--- config.mk ---
export PLATFORM = sky130hd
export DESIGN_NAME = bp_me_stream_pump_out
export DESIGN_NICKNAME = d
export VERILOG_FILES = /design/src/rtl/bp_me_stream_pump_out_pkg.sv /design/src/rtl/bp_me_stream_out_buffer.sv /design/src/rtl/bp_me_stream_pump_out.sv
export SDC_FILE = /design/constraint.sdc
export NUM_CORES = 1
export LEC_CHECK = 0
export BUFFER_PORTS_ARGS = -buffer_cell sky130_fd_sc_hd__buf_2
export CAP_MARGIN = 20
export CORE_UTILIZATION = 54
export CTS_BUF_LIST = sky130_fd_sc_hd__clkbuf_8
export CTS_CLUSTER_SIZE = 12
export DETAILED_ROUTE_END_ITERATION = 8
export GPL_TIMING_DRIVEN = 0
export PLACE_DENSITY = 0.94
export SETUP_SLACK_MARGIN = 0.02
export SYNTH_ARGS = -nofsm -noshare
export SYNTH_HDL_FRONTEND = slang
export SYNTH_HIERARCHICAL = 1
export SYNTH_SLANG_ARGS = --single-unit
--- constraint.sdc ---
create_clock -name clk_i -period 7.3 [get_ports clk_i]
set_input_delay 0.73 -clock clk_i [delete_from_list [all_inputs] [get_ports clk_i]]
set_output_delay 0.73 -clock clk_i [all_outputs]
set_load 0.1 [all_outputs]
--- src/rtl/bp_me_stream_pump_out_pkg.sv ---
// Shared BedRock memory-message types and beat-count helpers used by the stream pumps.
package bp_me_stream_pump_out_pkg;

    localparam int paddr_width_gp   = 40;
    localparam int payload_width_gp = 16;

    typedef enum logic [3:0] {
        e_bedrock_mem_rd    = 4'd0,
        e_bedrock_mem_wr    = 4'd1,
        e_bedrock_mem_uc_rd = 4'd2,
        e_bedrock_mem_uc_wr = 4'd3,
        e_bedrock_mem_pre   = 4'd4,
        e_bedrock_mem_amo   = 4'd5
    } bp_bedrock_mem_type_e;

    typedef enum logic [2:0] {
        e_bedrock_msg_size_1   = 3'd0,
        e_bedrock_msg_size_2   = 3'd1,
        e_bedrock_msg_size_4   = 3'd2,
        e_bedrock_msg_size_8   = 3'd3,
        e_bedrock_msg_size_16  = 3'd4,
        e_bedrock_msg_size_32  = 3'd5,
        e_bedrock_msg_size_64  = 3'd6,
        e_bedrock_msg_size_128 = 3'd7
    } bp_bedrock_msg_size_e;

    typedef struct packed {
        logic [payload_width_gp-1:0] payload;
        logic [paddr_width_gp-1:0]   addr;
        bp_bedrock_msg_size_e        size;
        bp_bedrock_mem_type_e        msg_type;
    } bp_bedrock_mem_header_s;

    localparam int mem_header_width_gp = $bits(bp_bedrock_mem_header_s);

    // Number of stream beats a message of this size occupies (at least one).
    function automatic int unsigned stream_num_beats(input bp_bedrock_msg_size_e size,
                                                     input int unsigned stream_offset_width);
        int unsigned n;
        n = (32'd1 << size) >> stream_offset_width;
        return (n == 32'd0) ? 32'd1 : n;
    endfunction

    // Untruncated index of the final beat; callers keep only the counter-width bits.
    function automatic int unsigned stream_last_cnt(input int unsigned first_cnt,
                                                    input int unsigned num_beats);
        return first_cnt + num_beats - 32'd1;
    endfunction

endpackage

--- src/rtl/bp_me_stream_out_buffer.sv ---
// Two-entry ready/valid buffer; accepts a push while full if the head is popped that cycle.
module bp_me_stream_out_buffer
    import bp_me_stream_pump_out_pkg::*;
#(
    parameter int width_p = 8
) (
    input  logic               clk_i,
    input  logic               reset_n_i,
    input  logic [width_p-1:0] data_i,
    input  logic               v_i,
    output logic               ready_and_o,
    output logic [width_p-1:0] data_o,
    output logic               v_o,
    input  logic               ready_and_i
);

    logic [width_p-1:0] mem_r [2];
    logic               wptr_r, rptr_r;
    logic [1:0]         count_r;
    logic               enq, deq;

    assign v_o         = |count_r;
    assign deq         = v_o & ready_and_i;
    assign ready_and_o = ~count_r[1] | deq;
    assign enq         = v_i & ready_and_o;
    assign data_o      = mem_r[rptr_r];

    // NOTE: sequential state is written with <= only, so every flop samples pre-edge values.
    always_ff @(posedge clk_i or negedge reset_n_i) begin
        if (!reset_n_i) begin
            wptr_r  <= 1'b0;
            rptr_r  <= 1'b0;
            count_r <= 2'd0;
        end else begin
            if (enq) wptr_r <= ~wptr_r;
            if (deq) rptr_r <= ~rptr_r;
            count_r <= count_r + {1'b0, enq} - {1'b0, deq};
        end
    end

    // NOTE: storage has no reset; count_r keeps stale entries from ever being presented.
    always_ff @(posedge clk_i) begin
        if (enq) mem_r[wptr_r] <= data_i;
    end

endmodule

--- src/rtl/bp_me_stream_pump_out.sv ---
// Outbound BedRock stream pump: converts FSM beats into wrapped-address stream beats (1:1, N:1, 1:N).
module bp_me_stream_pump_out
    import bp_me_stream_pump_out_pkg::*;
#(
    parameter int          stream_data_width_p = 64,
    parameter int          block_width_p       = 512,
    parameter logic [15:0] mem_stream_mask_p   = '0,
    parameter logic [15:0] fsm_stream_mask_p   = mem_stream_mask_p,

    localparam int stream_words_lp        = block_width_p / stream_data_width_p,
    localparam int data_len_width_lp      = (stream_words_lp > 1) ? $clog2(stream_words_lp) : 1,
    localparam int stream_offset_width_lp = ((stream_data_width_p/8) > 1) ? $clog2(stream_data_width_p/8) : 1,
    localparam int block_offset_width_lp  = ((block_width_p/8) > 1) ? $clog2(block_width_p/8) : 1
) (
    input  logic                           clk_i,
    input  logic                           reset_n_i,
    input  logic [mem_header_width_gp-1:0] fsm_base_header_i,
    input  logic [stream_data_width_p-1:0] fsm_data_i,
    input  logic                           fsm_v_i,
    output logic                           fsm_ready_and_o,
    output logic [data_len_width_lp-1:0]   fsm_cnt_o,
    output logic                           fsm_new_o,
    output logic                           fsm_done_o,
    output logic [mem_header_width_gp-1:0] mem_header_o,
    output logic [stream_data_width_p-1:0] mem_data_o,
    output logic                           mem_v_o,
    output logic                           mem_last_o,
    input  logic                           mem_ready_and_i
);

    localparam int buf_width_lp = mem_header_width_gp + stream_data_width_p + 1;

    bp_bedrock_mem_header_s         hdr, push_hdr;
    logic [data_len_width_lp-1:0]   cnt;
    logic                           is_fsm_stream, is_mem_stream, is_last, streaming_r;
    logic                           push_v, push_last, buf_ready, fsm_ready_raw, advance;
    logic [mem_header_width_gp-1:0] hdr_q;

    assign hdr = bp_bedrock_mem_header_s'(fsm_base_header_i);

    if (stream_words_lp > 1) begin : g_multi
        logic [data_len_width_lp-1:0] first_cnt, last_cnt, sel_mask, wrap_idx, cnt_r;
        int unsigned                  num_stream;

        always_comb begin
            num_stream = stream_num_beats(hdr.size, stream_offset_width_lp);
            first_cnt  = hdr.addr[stream_offset_width_lp +: data_len_width_lp];
            last_cnt   = data_len_width_lp'(stream_last_cnt(32'(first_cnt), num_stream));
            sel_mask   = data_len_width_lp'(num_stream - 32'd1);
        end

        assign is_fsm_stream = fsm_stream_mask_p[hdr.msg_type] & (first_cnt != last_cnt);
        assign is_mem_stream = mem_stream_mask_p[hdr.msg_type] & (first_cnt != last_cnt);
        assign cnt           = streaming_r ? cnt_r : first_cnt;
        assign is_last       = (cnt == last_cnt) | (~is_fsm_stream & ~is_mem_stream);
        // Low index bits follow the counter, bits above the message size stay from addr.
        assign wrap_idx      = (cnt & sel_mask) | (first_cnt & ~sel_mask);

        always_comb begin
            push_hdr = hdr;
            push_hdr.addr[stream_offset_width_lp +: data_len_width_lp] = wrap_idx;
        end

        // Done wins over advance so a finished message always restarts from its own first_cnt.
        always_ff @(posedge clk_i or negedge reset_n_i) begin
            if (!reset_n_i) begin
                cnt_r       <= '0;
                streaming_r <= 1'b0;
            end else if (fsm_done_o) begin
                cnt_r       <= '0;
                streaming_r <= 1'b0;
            end else if (advance) begin
                cnt_r       <= cnt + 1'b1;
                streaming_r <= 1'b1;
            end
        end
    end else begin : g_single
        assign is_fsm_stream = 1'b0;
        assign is_mem_stream = 1'b0;
        assign cnt           = '0;
        assign is_last       = 1'b1;
        assign push_hdr      = hdr;
        assign streaming_r   = 1'b0;
    end

    // NOTE: every always_comb output gets a default first so no path can infer a latch.
    always_comb begin
        push_v        = fsm_v_i;
        push_last     = is_last;
        fsm_ready_raw = buf_ready;
        if (is_fsm_stream & ~is_mem_stream) begin
            push_v        = fsm_v_i & is_last;
            push_last     = 1'b1;
            fsm_ready_raw = is_last ? buf_ready : 1'b1;
        end else if (is_mem_stream & ~is_fsm_stream) begin
            fsm_ready_raw = buf_ready & is_last;
        end
    end

    assign fsm_ready_and_o = reset_n_i & fsm_ready_raw;
    assign fsm_done_o      = is_last & fsm_v_i & fsm_ready_and_o;
    assign fsm_new_o       = reset_n_i & is_fsm_stream & ~streaming_r;
    assign fsm_cnt_o       = reset_n_i ? cnt : '0;
    assign advance         = ~is_last & ((is_fsm_stream & ~is_mem_stream)
                                         ? (fsm_v_i & fsm_ready_and_o)
                                         : (push_v & buf_ready));

    bp_me_stream_out_buffer #(.width_p(buf_width_lp)) out_buffer (
        .clk_i       (clk_i),
        .reset_n_i   (reset_n_i),
        .data_i      ({push_hdr, fsm_data_i, push_last}),
        .v_i         (push_v),
        .ready_and_o (buf_ready),
        .data_o      ({mem_header_o, mem_data_o, mem_last_o}),
        .v_o         (mem_v_o),
        .ready_and_i (mem_ready_and_i)
    );

    // Simulation guards: oversize messages and headers that move mid-message.
    always_ff @(posedge clk_i or negedge reset_n_i) begin
        if (!reset_n_i) begin
            hdr_q <= '0;
        end else if (fsm_v_i) begin
            assert (int'(hdr.size) <= block_offset_width_lp);
            if (streaming_r) assert (fsm_base_header_i == hdr_q);
            hdr_q <= fsm_base_header_i;
        end
    end

endmodule

==> impl_metrics.tcl, run 1 <==
set metrics [dict create \
    clk_latency_ps 520 \
    syn_area_per_cell_um2 21.9 \
    fin_skew_ps 13.4 \
    startpoint_type "flop" \
    crit_required_ps 6570 \
    ys_warn_count 6 \
    yosysTopAreaCell "edfxtp_1" \
    r2r-end "out_buffer/mem_r[0][60]$_DFFE_PP_" \
    postLayoutCellArea_um2 12200 \
    fp.coreArea_um2 17500 \
    r2r.worst_path.cells 5 \
    fmax_mhz 370 \
    initial_core_util_pct 55.9 \
    setup_violations 0 \
    grt_overflow 0 \
    grt_usage_pct 20.3 \
    io_pins 266 \
    die-area_um2 18600 \
    synthArstFlopShare_pct 3.03 \
    ys_ff_latch 264 \
    place_inst 942 \
    worst_slack_ps 4600 \
    r2r_slack_ps 5420 \
    die_w_um 137 \
    grt_pass1_wl_mm 28.3 \
    cp.arrival_ps 1970 \
    hold_viol_final 0 \
    numCtsBuffers 41 \
    tightest_slew_ps 528 \
    clk_transition_reported_paths_ps 70 \
    synth.top_cells.by_count "edfxtp_1, mux2_2, buf_6" \
    layout-drive-gt1-share_pct 59.5 \
    die_h_um 137 \
    totalWireLength_mm 19.1 \
    vias_per_cell 5.11 \
    synth_top_area_share_pct 78.7 \
    synth.most_common_cell "edfxtp_1" \
    post-route-min-period_ps 2700 \
    place_ws_ps 4800 \
    crit_type "flop to output port" \
    clkSinkCount 264 \
    htreeDepth 2 \
    synth_area_um2 9770 \
    r2r-start "out_buffer/count_r[1]$_DFF_PN0_" \
    cts-root-buf "clkbuf_8" \
    netlist-cell-type-count 26 \
    grt_antenna_before_repair 2 \
    period_share_pct 37.0 \
    cts.repair.resized 0 \
    hp-class "input port to asynchronous set/reset pin" \
    drc_errors 0 \
    synth_area_leaders "edfxtp_1, mux2_2, dfrtp_1" \
    place.gp.congestion 0.754 \
    ctsHoldBuffers 0 \
    via_count 5190 \
    post-cts-setup-buffer-count 0 \
    synth-seq-area-share_pct 80.7 \
    cp-end-kind "output port" \
    fin_nets 894 \
    io_buffers 264 \
    relSlewSlack_pct 65.1 \
    synthMuxAreaShare_pct 15.4 \
    synth_top_family_by_area "multiplexers" \
    synth_xor_area_share_pct 0.358 \
    synth_edf_count 256 \
    crit_fanout 10 \
    post_drt_wl_per_cell_um 18.8 \
    synth_ff_type "edfxtp_1" \
    synth-compound-area-share_pct 0.0512 \
    dpl.hpwl_mm 13.1 \
    status "complete, no violations" \
    row_count 48 \
    ant_nets 0 \
    final_core_util_pct 70.0 \
    area_growth_pct 25.2 \
    critPathLaunch "out_buffer/rptr_r$_DFFE_PN0P_" \
    synth-simple-area-share_pct 1.24 \
    syn_inst 446 \
    clockBufferDepth 3 \
    cts_tree "built" \
    endpoint "mem_header_o[33]" \
    initialDrtViolationCount 248 \
    dr.pass1.iters 4 \
    rsz0062_at_grt "no" \
    synthAdderAreaFrac_pct 0.384 \
    grt_max_degree 60 \
    first_global_vias 5616 \
    place_area_um2 11500 \
    maxCapViolCount 0 \
    drv_slew 0 \
    finalNonFillerCells 1016 \
]
[per-layer routing]
layer  up-vias  wire length (um)  GRT usage (%)
li1       2395                 -              -
met1      2536              6870           22.0
met3        44              1570           6.70
met5         -                17              0
met4         2               457           8.27
met2       213             10200           36.5
[stage by stage]
stage	hold slack (ps)	TNS [ps]
2_1_floorplan	434	0
3_3_place_gp	469	-291580
3_5_place_dp	489	0
4_1_cts	43.7	0
5_1_grt	59.6	0
6_report	74.3	0
[worst max-delay path: stages, from the launching register on]
cell and delay, ps:
dfrtp_1 390, buf_6 230, buf_6 190, mux2_2 350, buf_2 300
[cell families (layout without fill, tap and decap cells)]
logic type,count (synthesis),after routing
DFF,264,264
muxes,134,134
and+or+nand+nor,20,20
buffers and inverters,18,361
xor gates and xnor gates,4,4
adders and majority gates,3,3
other,2,4
AOI/OAI and AO/OA,1,1
[flip-flops by register name (all words and copies together) (netlist names)]
register            flops
g_multi.cnt_r           3
out_buffer/count_r      2
out_buffer/mem_r      256
out_buffer/rptr_r       1
out_buffer/wptr_r       1
streaming_r             1
[cell type report]
cell class              instances  area, um2
flip-flops and latches        264       7890
fillers                      1098       5240
multi-input cells             165       1730
repair buffers                270       1460
clock buffers                  42        578
well taps                     225        282
plain buffers                  16        163
clock inverters                31        130
inverters                       2       7.51
diodes                          1       2.50
[cells in the final DEF (no fill, tap or decap), types with 2 or more instances in the layout]
cell type,count
clkinvlp_4,3
buf_16,2
nor2b_1,2
ha_1,3
clkbuf_8,42
edfxtp_1,256
inv_1,18
buf_2,265
and2_2,2
clkinv_2,2
clkinv_1,10
and2_1,4
mux2i_1,3
buf_6,13
dfrtp_1,8
buf_12,4
nand2b_1,2
conb_1,3
mux2_2,130
nand2_1,3
xnor2_1,3
[how the worst min path moves through the flow]
stage	to	cells after the start	slack [ps]
after floorplan	g_multi.cnt_r[0]$_DFFE_PN0P_	0	430
after detailed placement	g_multi.cnt_r[1]$_DFFE_PN0P_	1	490
final	out_buffer/count_r[0]$_DFF_PN0_	1	70
after global placement	g_multi.cnt_r[1]$_DFFE_PN0P_	1	470
after global routing	out_buffer/wptr_r$_DFFE_PN0P_	1	60
after CTS	out_buffer/count_r[0]$_DFF_PN0_	1	40
Power of run 1 is left out: the tool's default activity adds up to more than one toggle a clock period on the data nets, which glitch-free logic cannot reach.
==> inputs of run 2 (changes only) <==
--- a/config.mk
+++ b/config.mk
@@ -5,6 +5,7 @@
 export SDC_FILE = /design/constraint.sdc
 export NUM_CORES = 1
 export LEC_CHECK = 0
+export ABC_AREA = 1
 export BUFFER_PORTS_ARGS = -buffer_cell sky130_fd_sc_hd__buf_2
 export CAP_MARGIN = 20
 export CORE_UTILIZATION = 54
==> constraint.sdc (replaced) <==
create_clock -name clk_i -period 2.55 [get_ports clk_i]
set_input_delay 0.255 -clock clk_i [delete_from_list [all_inputs] [get_ports clk_i]]
set_output_delay 0.255 -clock clk_i [all_outputs]
set_load 0.1 [all_outputs]
==> run 2 against run 1 <==
Against the previous run:
- die area is 1.1% higher
- global-route usage up 6.7 points
- via count grew 40%
- synthesized area grew 1.1%
- critical path type unchanged
- sequential cell count unchanged
- non-clock buffer count increased by 139
- count of clock-buffer cells in the layout up 2
- critical path depth is 2 higher
- largest cell class unchanged
- critical endpoint is now mem_data_o[45]
- clock skew is 14 ps higher
==> impl_metrics.tcl, run 2 <==
set metrics [dict create \
    synth-seq-area-share_pct 79.8 \
    cts_tree "built" \
    row_count 49 \
    post_drt_wl_per_cell_um 18.0 \
    ys_ff_latch 264 \
    dr.pass1.iters 5 \
    place.gp.congestion 0.736 \
    io_pins 266 \
    synth_area_leaders "edfxtp_1, nand2_1, dfrtp_1" \
    period_share_pct 92.8 \
    worst_slack_ps 184 \
    fmax_mhz 423 \
    syn_area_per_cell_um2 13.4 \
    crit_type "flop to output port" \
    layout_common_cells "nand2_1, buf_2, edfxtp_1, dlygate4sd3_1, clkbuf_8" \
    dpl.hpwl_mm 14.8 \
    maxCapViolCount 0 \
    htreeDepth 2 \
    place_area_um2 11700 \
    drv_slew 0 \
    status "complete, no violations" \
    cp.arrival_ps 2110 \
    grt_overflow 0 \
    crit_required_ps 2300 \
    crit_fanout 10 \
    synth_top_family_by_area "simple AND/OR/NAND/NOR gates" \
    totalWireLength_mm 25.9 \
    crit_family "buffers and inverters" \
    layout-drive-gt1-share_pct 29.5 \
    mostFrequentLayoutCell "nand2_1" \
    place_ws_ps 313 \
    grt_usage_pct 27.1 \
    clockBufferDepth 3 \
    hp-class "input port to flop" \
    crit_path_frequent_cell "nand2_1" \
    synth_edf_count 256 \
    synthMuxAreaShare_pct 0 \
    cp-end-kind "output port" \
    first_global_vias 7442 \
    fin_tns_setup_ps 0 \
    final_core_util_pct 76.0 \
    clkSinkCount 264 \
    setup_violations 0 \
    tightest_slew_ps 622 \
    synth.most_common_cell "nand2_1" \
    rsz0062_at_grt "no" \
    fin_nets 1313 \
    synthAdderAreaFrac_pct 0.380 \
    path_cells "inv_2, buf_4, buf_6, nand2_1, nand2_1, buf_2" \
    via_count 7252 \
    grt_antenna_before_repair 0 \
    clk_transition_reported_paths_ps 60 \
    post-route-min-period_ps 2370 \
    initial_core_util_pct 55.0 \
    netlist-cell-type-count 23 \
    yosysTopAreaCell "edfxtp_1" \
    ant_nets 0 \
    initialDrtViolationCount 485 \
    synth_top_area_share_pct 77.8 \
    path_buf_inv 4 \
    postLayoutCellArea_um2 13600 \
    synth_xor_area_share_pct 0.266 \
    synth.top_cells.by_count "nand2_1, edfxtp_1, inv_1" \
    die-area_um2 18800 \
    largest_registers "out_buffer/mem_r: 256 flops, g_multi.cnt_r: 3 flops, out_buffer/count_r: 2 flops" \
    numCtsBuffers 41 \
    synth-simple-area-share_pct 15.9 \
    cts-root-buf "clkbuf_8" \
    top_register "out_buffer/mem_r" \
    fp.coreArea_um2 18000 \
    io_buffers 264 \
    grt_max_degree 43 \
    fin_skew_ps 27.0 \
    cpMaxStageDelayCell "buf_2" \
    grt_pass1_wl_mm 37.7 \
    synth-compound-area-share_pct 0.342 \
    slowest_delay_ps 440 \
    relSlewSlack_pct 58.4 \
    largest_reg_flops 256 \
    synth_area_um2 9880 \
    vias_per_cell 5.04 \
    clk_latency_ps 530 \
    synthArstFlopShare_pct 3.03 \
    drc_errors 0 \
    ys_warn_count 6 \
    die_w_um 137 \
    area_growth_pct 38.1 \
    startpoint_type "flop" \
    synth_ff_type "edfxtp_1" \
    syn_inst 740 \
    die_h_um 137 \
    hold_viol_final 0 \
]
-- run 2: cell type report --
class | count | area [um2]
Multi-Input combinational cell | 430 | 1700
Antenna cell | 1 | 2.50
Sequential cell | 264 | 7890
Clock inverter | 29 | 143
Clock buffer | 44 | 606
Buffer | 30 | 253
Inverter | 17 | 67.6
Tap cell | 229 | 287
Timing Repair Buffer | 395 | 2700
Fill cell | 997 | 4320
-- run 2: per-stage QoR --
stage               hold WS [ps]  std cells
global route                21.8       1438
detailed placement           126       1241
CTS                         5.64       1438
floorplan                  -40.6        741
global placement             120       1234
finish                      27.4       1439
-- run 2: final timing paths --
| check | from | to | slack, ps | cells after the start |
|---|---|---|---|---|
| worst max-delay path | out_buffer/rptr_r$_DFFE_PN0P_ | mem_data_o[45] | 180 | 6 |
| worst min-delay path | fsm_base_header_i[6] | out_buffer/mem_r[1][71]$_DFFE_PP_ | 30 | 1 |
| worst max register to register | out_buffer/count_r[0]$_DFF_PN0_ | out_buffer/mem_r[0][87]$_DFFE_PP_ | 230 | 6 |
| worst min register to register | g_multi.cnt_r[2]$_DFFE_PN0P_ | g_multi.cnt_r[2]$_DFFE_PN0P_ | 480 | 2 |
| max in group asynchronous | reset_n_i | out_buffer/rptr_r$_DFFE_PN0P_ | 2210 | 2 |
| min in group asynchronous | reset_n_i | out_buffer/wptr_r$_DFFE_PN0P_ | 140 | 2 |
-- run 2: kinds of logic (layout without fill, tap and decap cells) --
group	after synthesis	after routing
xor+xnor	3	3
flops	264	264
fa+ha+maj	3	3
simple gates	415	415
buf+inv	47	515
other cells	2	4
compound gates	6	6
-- run 2: what timing repair did --
action                                  4_1_cts  5_1_grt
gates resized for setup                       0        2
endpoints found under the setup margin        0        1
setup buffers                                 0        0
endpoints found under the hold margin       254        0
hold buffers                                124        0
-- run 2: routing by layer --
| layer | track usage, % | up-vias | part of all wire (%) |
|---|---|---|---|
| met5 | 0 | - | 0 |
| met4 | 13.7 | 0 | 3.4 |
| met3 | 6.44 | 70 | 8.0 |
| met2 | 49.5 | 404 | 54 |
| met1 | 29.0 | 3416 | 35 |
| li1 | - | 3362 | - |
Power of run 2 is left out for the same reason.
